`config.mk`:
```
export PLATFORM = sky130hd
export DESIGN_NAME = debounce_edge
export DESIGN_NICKNAME = d
export VERILOG_FILES = /design/src/rtl/debounce_edge.sv
export SDC_FILE = /design/constraint.sdc
export NUM_CORES = 1
export LEC_CHECK = 0
export BUFFER_PORTS_ARGS = -buffer_cell sky130_fd_sc_hd__buf_2
export CAP_MARGIN = 20
export CORE_MARGIN = 2
export CORE_UTILIZATION = 52
export CTS_CLUSTER_DIAMETER = 100
export DETAILED_ROUTE_END_ITERATION = 6
export HOLD_SLACK_MARGIN = 0.1
export PLACE_DENSITY_LB_ADDON = 0.2
export SETUP_SLACK_MARGIN = 0.02
export SLEW_MARGIN = 0
export SYNTH_ARGS = -nofsm -noshare
export SYNTH_HDL_FRONTEND = slang
export SYNTH_SLANG_ARGS = --single-unit
```
`constraint.sdc`:
```
create_clock -name clk -period 1.65 [get_ports clk]
set_input_delay 0.0825 -clock clk [delete_from_list [all_inputs] [get_ports clk]]
set_output_delay 0.0825 -clock clk [all_outputs]
set_load 0.03 [all_outputs]
```
`src/rtl/debounce_edge.sv`:
```
// debounce_edge: two-flop synchronizer followed by a qualification FSM that
// turns a bouncy asynchronous input into a clean registered level, with
// one-cycle rise/fall pulses and a wrapping count of rising events.
module debounce_edge #(
    parameter int   STABLE_CYCLES = 4,
    parameter logic RESET_LEVEL   = 1'b0,
    parameter int   EVT_W         = 8
) (
    input  logic             clk,
    input  logic             reset,
    input  logic             d_in,
    input  logic             clr,
    output logic             q_clean,
    output logic             rise,
    output logic             fall,
    output logic [EVT_W-1:0] rise_count
);

    localparam int                CNT_W    = $clog2(STABLE_CYCLES + 1);
    localparam logic [CNT_W-1:0]  CNT_ONE  = CNT_W'(1);
    localparam logic [CNT_W-1:0]  CNT_LAST = CNT_W'(STABLE_CYCLES - 1);
    localparam bit                SINGLE   = (STABLE_CYCLES == 1);

    typedef enum logic [1:0] {
        LOW  = 2'd0,
        L2H  = 2'd1,
        HIGH = 2'd2,
        H2L  = 2'd3
    } state_t;

    localparam state_t RESET_STATE = RESET_LEVEL ? HIGH : LOW;

    logic             r_s1;
    logic             r_s;
    state_t           r_state;
    logic [CNT_W-1:0] r_cnt;
    logic             w_rise_evt;

    // Two-flop synchronizer; only r_s feeds the FSM.
    always_ff @(posedge clk or negedge reset) begin
        if (!reset) begin
            r_s1 <= RESET_LEVEL;
            r_s  <= RESET_LEVEL;
        end else begin
            r_s1 <= d_in;
            r_s  <= r_s1;
        end
    end

    // A rise event happens on the edge where the FSM enters HIGH from the low side.
    always_comb begin
        w_rise_evt = 1'b0;
        if (r_state == LOW && r_s && SINGLE)
            w_rise_evt = 1'b1;
        else if (r_state == L2H && r_s && r_cnt == CNT_LAST)
            w_rise_evt = 1'b1;
    end

    // Qualification FSM with registered level and pulse outputs.
    always_ff @(posedge clk or negedge reset) begin
        if (!reset) begin
            r_state <= RESET_STATE;
            r_cnt   <= '0;
            q_clean <= RESET_LEVEL;
            rise    <= 1'b0;
            fall    <= 1'b0;
        end else begin
            rise <= 1'b0;
            fall <= 1'b0;
            case (r_state)
                LOW: begin
                    if (r_s) begin
                        if (SINGLE) begin
                            r_state <= HIGH;
                            r_cnt   <= '0;
                            q_clean <= 1'b1;
                            rise    <= 1'b1;
                        end else begin
                            r_state <= L2H;
                            r_cnt   <= CNT_ONE;
                        end
                    end
                end
                L2H: begin
                    if (!r_s) begin
                        r_state <= LOW;
                        r_cnt   <= '0;
                    end else if (r_cnt == CNT_LAST) begin
                        r_state <= HIGH;
                        r_cnt   <= '0;
                        q_clean <= 1'b1;
                        rise    <= 1'b1;
                    end else begin
                        r_cnt <= r_cnt + CNT_ONE;
                    end
                end
                HIGH: begin
                    if (!r_s) begin
                        if (SINGLE) begin
                            r_state <= LOW;
                            r_cnt   <= '0;
                            q_clean <= 1'b0;
                            fall    <= 1'b1;
                        end else begin
                            r_state <= H2L;
                            r_cnt   <= CNT_ONE;
                        end
                    end
                end
                H2L: begin
                    if (r_s) begin
                        r_state <= HIGH;
                        r_cnt   <= '0;
                    end else if (r_cnt == CNT_LAST) begin
                        r_state <= LOW;
                        r_cnt   <= '0;
                        q_clean <= 1'b0;
                        fall    <= 1'b1;
                    end else begin
                        r_cnt <= r_cnt + CNT_ONE;
                    end
                end
                default: begin
                    r_state <= RESET_STATE;
                    r_cnt   <= '0;
                    q_clean <= RESET_LEVEL;
                end
            endcase
        end
    end

    // Rising-event counter; clear wins over a coincident rise.
    always_ff @(posedge clk or negedge reset) begin
        if (!reset)
            rise_count <= '0;
        else if (clr)
            rise_count <= '0;
        else if (w_rise_evt)
            rise_count <= rise_count + EVT_W'(1);
    end

endmodule

```
==> results of run 1 <==
==> flip-flops by register name, indices dropped and copies added (netlist names), named ones only <==
name,cells
fall,1
q_clean,1
r_cnt,3
r_s,1
r_s1,1
r_state,1
rise,1
rise_count,8
==> report_power, final <==
group          internal [mW]  switching [mW]
logic                  0.116           0.147
clock network          0.134           0.124
registers              0.492          0.0514
total                  0.743           0.323
==> through the flow <==
stage / util / cell area, um2 / setup WS [ps] / std cells / total power, mW
global placement: 0.625 / 941 / 120 / 111 / 0.785
CTS: 0.669 / 1010 / 28.9 / 118 / 1.07
finish: 0.683 / 1030 / 96.0 / 118 / 1.07
detailed placement: 0.625 / 941 / 44.2 / 111 / 0.802
global route: 0.683 / 1030 / 4.88 / 118 / 1.15
floorplan: - / 845 / 144 / 81 / 0.736
==> cells by family (layout without fill, tap and decap cells) <==
logic type,count (synthesis),count (layout),share of synthesized area
fa+ha+maj,2,2,0.0296
xor+xnor,2,2,0.0207
flops,18,18,0.533
simple gates,31,31,0.216
mux,2,2,0.0267
buf+inv,7,28,0.0415
compound gates,19,19,0.132
==> layer usage <==
| layer | GRT usage | vias to the layer above |
|---|---|---|
| met5 | 0 | - |
| met4 | 0.0727 | 0 |
| met3 | 0.0612 | 2 |
| met2 | 0.309 | 18 |
| met1 | 0.228 | 320 |
| li1 | - | 341 |
==> worst max path at each step <==
stage | start | to | depth (start not counted)
after floorplan | rise_count[0]$_DFFE_PN0P_ | rise_count[6]$_DFFE_PN0P_ | 4
after global placement | r_cnt[0]$_DFFE_PN0P_ | rise_count[5]$_DFFE_PN0P_ | 4
after detailed placement | r_cnt[0]$_DFFE_PN0P_ | rise_count[7]$_DFFE_PN0P_ | 4
after CTS | r_cnt[0]$_DFFE_PN0P_ | rise_count[7]$_DFFE_PN0P_ | 4
after global routing | r_cnt[0]$_DFFE_PN0P_ | rise_count[0]$_DFFE_PN0P_ | 5
final | r_cnt[0]$_DFFE_PN0P_ | rise_count[7]$_DFFE_PN0P_ | 4
==> cell type report <==
type,count,area (um2)
Clock buffer,4,36.3
Fill cell,118,478
Inverter,3,11.3
Multi-Input combinational cell,56,380
Sequential cell,18,450
Tap cell,16,20.0
Timing Repair Buffer,21,130
==> Yosys cell counts <==
library cell  count  area (um2)
nand3b_2          1        11.3
o21ai_0           5        25.0
nand2b_1          1        6.26
nor2b_1           2        12.5
buf_1             1        3.75
nor4_1            2        12.5
buf_2             1        5.00
buf_6             1        11.3
dfrtp_1          18         450
and3b_1           1        8.76
nand2_1           6        22.5
xor2_1            1        8.76
nand4_1           1        6.26
and3_1            1        6.26
nand4b_1          2        17.5
o2111ai_1         1        8.76
xnor2_1           1        8.76
a21oi_1           8        40.0
or3_1             1        6.26
nand3_1           1        5.00
mux2_2            2        22.5
clkbuf_1          1        3.75
nor2_1            6        22.5
inv_1             3        11.3
o21a_1            1        7.51
or4_1             4        30.0
o31ai_1           4        30.0
ha_1              2        25.0
nor3b_1           1        7.51
nand3b_1          1        7.51
==> cell usage in the layout (no fill, tap or decap), types with 3 or more instances in the layout <==
cell type       n
dfrtp_1        18
buf_2          14
a21oi_1         8
nor2_1          6
nand2_1         6
o21ai_0         5
o31ai_1         4
or4_1           4
buf_4           4
inv_1           3
clkbuf_4        3
dlygate4sd3_1   3
==> worst max-delay path, stage by stage, from the launching register on <==
cell	delay, ps
dfrtp_1	380
ha_1	240
nand3b_4	160
nor4_2	310
mux2_2	360
==> timing repair <==
action                                  CTS  global route
gates resized for setup                   0             3
hold buffers                              3             0
endpoints found under the setup margin    0             3
endpoints found under the hold margin    25             0
==> results.json, run 1 <==
{
  "slew_violations": 0,
  "syn_nets": 87,
  "io_pins": 15,
  "path_clk_slew_ps": 90,
  "wl_per_cell_um": 13.4,
  "setup_viol": 0,
  "min_path_type": "input pin to async pin",
  "drt-total-wl_um": 1580,
  "cp.arrival_ps": 1730,
  "tns_ps": 0,
  "syn_area_um2": 845,
  "rrSetupSlack_ps": 100,
  "r2r-start": "r_cnt[0]$_DFFE_PN0P_",
  "clock-sinks": 18,
  "crit_fanout": 10,
  "final_layout_size_suffix_gt1_frac": 0.265,
  "rsz0062_at_grt": "yes",
  "cts_root_buffer": "clkbuf_4",
  "leakage_nw": 0.482,
  "vias_per_cell": 5.77,
  "io_buffer_count": 14,
  "slew_headroom": 0.743,
  "tritoncts": "yes",
  "synth_cell_type_count": 30,
  "hold_viol": 0,
  "criticalPathCategory": "register to register",
  "gp_congestion": 0.756,
  "postSynthAreaPerCell_um2": 10.4,
  "worst_slew_pin_slew_ps": 386,
  "maxCapViolCount": 0,
  "top_layer_used": "met4",
  "crit_required_ps": 1830,
  "crit_path_end_kind": "register",
  "status": "finished, final reports clean",
  "met1Wirelength_um": 700,
  "ys_seq_area_frac": 0.533,
  "period_share": 0.942,
  "fin_nets": 109,
  "worst_clock_skew_ps": 0.672,
  "wl_met3_um": 66,
  "drt_iter0_markers": 10,
  "cts_max_level": 1,
  "num_antenna_cells": 0,
  "antenna_found_initial": 0,
  "r2r_end": "rise_count[7]$_DFFE_PN0P_",
  "antenna_left": 0,
  "syn_inst": 81,
  "via_count": 681,
  "grt_pass1_wl_um": 2620,
  "layout_min_cycle_time_ps": 1550,
  "core_um2": 1510,
  "cts_setup_buffers": 0,
  "ys_ff_latch": 18,
  "r2r_cells": 4,
  "critPathLaunchType": "register",
  "fmax_ghz": 0.643,
  "power_density_nw_per_um2": 1040,
  "clk_latency_ps": 280,
  "die_w_um": 44.3,
  "grtUsageTotal": 0.187,
  "area_growth_pct": 21.8,
  "rows": 14,
  "clk_path_buf_depth": 2,
  "start_util": 0.561,
  "drc": 0,
  "dp_hpwl_um": 1130,
  "dr_wl_met2_um": 797,
  "overflow": 0,
  "drtPass1Iterations": 4,
  "dieArea_um2": 1960,
  "die_height_um": 44.3,
  "peakVddDrop_mv": 1.05,
  "cts_buffers": 3,
  "grt_max_degree": 19,
  "grt_pass1_vias": 608,
  "whs_ps": 241,
  "yosys_warnings": 0
}
(Power assumes the default switching activity.)
==> inputs of run 2 (changes only) <==
- CORE_UTILIZATION: 52 -> 56
- CTS_BUF_LIST: not set -> sky130_fd_sc_hd__clkbuf_2 sky130_fd_sc_hd__clkbuf_4 sky130_fd_sc_hd__clkbuf_8
==> run 2 against run 1 <==
  * Sequential share of layout area is 0.81 points higher
  * Critical path type unchanged
  * Largest power group unchanged
  * Utilization up 1.2 points
  * Routed wire length is 4.8% higher
==> results.json, run 2 (synthesis gave the netlist of run 1 again) <==
{
  "final_layout_size_suffix_gt1_frac": 0.260,
  "stdcell_area_um2": 1010,
  "period_share": 0.966,
  "drt_iter0_markers": 11,
  "drc": 0,
  "core_um2": 1450,
  "final_common_cell": "dfrtp_1",
  "min_path_type": "input pin to async pin",
  "fmax_ghz": 0.627,
  "tns_ps": 0,
  "final_cell_mix": "18 x dfrtp_1, 14 x buf_2, 8 x a21oi_1",
  "crit_path_end_kind": "register",
  "criticalPathCategory": "register to register",
  "die_w_um": 42.8,
  "status": "finished, final reports clean",
  "tritoncts": "yes",
  "setup_ws_ps": 55.9,
  "rows": 14,
  "worstSetupStartpoint": "r_cnt[0]$_DFFE_PN0P_",
  "grt_max_degree": 19,
  "layout_min_cycle_time_ps": 1590,
  "io_pins": 15,
  "critPathLaunchType": "register",
  "antenna_found_initial": 0,
  "start_util": 0.581,
  "io_buffer_count": 14,
  "grt_pass1_vias": 640,
  "power_density_nw_per_um2": 1020,
  "maxCapViolCount": 0,
  "slew_headroom": 0.739,
  "clk_path_buf_depth": 2,
  "vias_per_cell": 6.00,
  "rrSetupSlack_ps": 60,
  "path_clk_slew_ps": 100,
  "dieArea_um2": 1830,
  "cpMaxStageDelayCell": "dfrtp_1",
  "r2r_end": "rise_count[5]$_DFFE_PN0P_",
  "worst_slew_pin_slew_ps": 391,
  "leakage_nw": 0.469,
  "crit_path_end": "rise_count[5]$_DFFE_PN0P_",
  "dp_hpwl_um": 1130,
  "cts_root_buffer": "clkbuf_4",
  "crit_required_ps": 1840,
  "overflow": 0,
  "crit_fanout": 11,
  "drt-total-wl_um": 1660,
  "num_antenna_cells": 0,
  "grtUsageTotal": 0.195,
  "clk_latency_ps": 300,
  "hold_viol": 0,
  "fin_nets": 108,
  "wl_per_cell_um": 14.3,
  "whs_ps": 226,
  "slew_violations": 0,
  "setup_viol": 0,
  "r2r_cells": 4,
  "via_count": 696,
  "cts_setup_buffers": 0,
  "top_regs": "rise_count: 8 flops, r_cnt: 3 flops",
  "crit_chain": "ha_2 -> nand3b_4 -> nor4_2 -> mux2_2",
  "r2r-start": "r_cnt[0]$_DFFE_PN0P_",
  "cp.arrival_ps": 1780,
  "drtPass1Iterations": 4,
  "antenna_left": 0,
  "clock-sinks": 18,
  "grt_pass1_wl_um": 2610,
  "largest_register_ffs": 8,
  "place_ws_ps": 43.4,
  "peakVddDrop_mv": 0.587,
  "placed_area_um2": 933,
  "area_growth_pct": 19.6,
  "gp_congestion": 0.735,
  "regMostFlops": "rise_count",
  "cts_max_level": 1,
  "cts_buffers": 3,
  "die_height_um": 42.8,
  "cpPeakStageDelay_ps": 390,
  "worst_clock_skew_ps": 4.38,
  "rsz0062_at_grt": "no"
}
run 2: cell count changes in the layout (fill, tap and decap cells not counted), sizes merged:
| cell | before | now |
|---|---|---|
| clkbuf | 4 | 3 |
| buf | 18 | 17 |
run 2: per-stage QoR:
stage	utilization	power (mW)	instances
final	0.694	1.03	116
after global routing	0.694	1.08	116
after CTS	0.678	1.02	116
after detailed placement	0.642	0.801	110
after global placement	0.642	0.781	110
after floorplan	-	0.736	81
run 2: area by class of cell:
cell class	instances	area, um2
clock buffers	3	22.5
fillers	104	444
well taps	16	20.0
inverters	3	11.3
multi-input cells	56	383
flip-flops and latches	18	450
repair buffers	20	123
run 2: routing by layer:
layer	track usage	share of wire	vias to the layer above
li1	-	-	334
met2	0.315	0.49	17
met1	0.235	0.45	338
met4	0.144	0.031	0
met3	0.0255	0.034	7
met5	0	0	-
run 2: timing repair:
action	CTS	global route
hold buffers	3	0
hold endpoints to repair	25	0
gates resized for setup	0	4
endpoints found under the setup margin	0	6
run 2: where the power goes:
group | total [mW] | internal, mW | switching [mW] | leakage [nW]
Clock | 0.218 | 0.0852 | 0.132 | 0.0138
Sequential | 0.548 | 0.492 | 0.0551 | 0.235
Combinational | 0.265 | 0.113 | 0.152 | 0.220
run 2: critical path, delay by kind of cell, from the launching register on:
kind | cells | cell delay [ps]
fa+ha+maj | 1 | 230
simple gates | 2 | 480
flops | 1 | 390
mux | 1 | 370
run 2: worst min-delay path by stage:
stage                                endpoint  start  slack, ps
CTS                            rise$_DFF_PN0_  reset        240
global route        rise_count[0]$_DFFE_PN0P_  reset        270
floorplan                           async pin  reset       -210
detailed placement             rise$_DFF_PN0_  reset         30
global placement               rise$_DFF_PN0_  reset         20
finish                         rise$_DFF_PN0_  reset        230
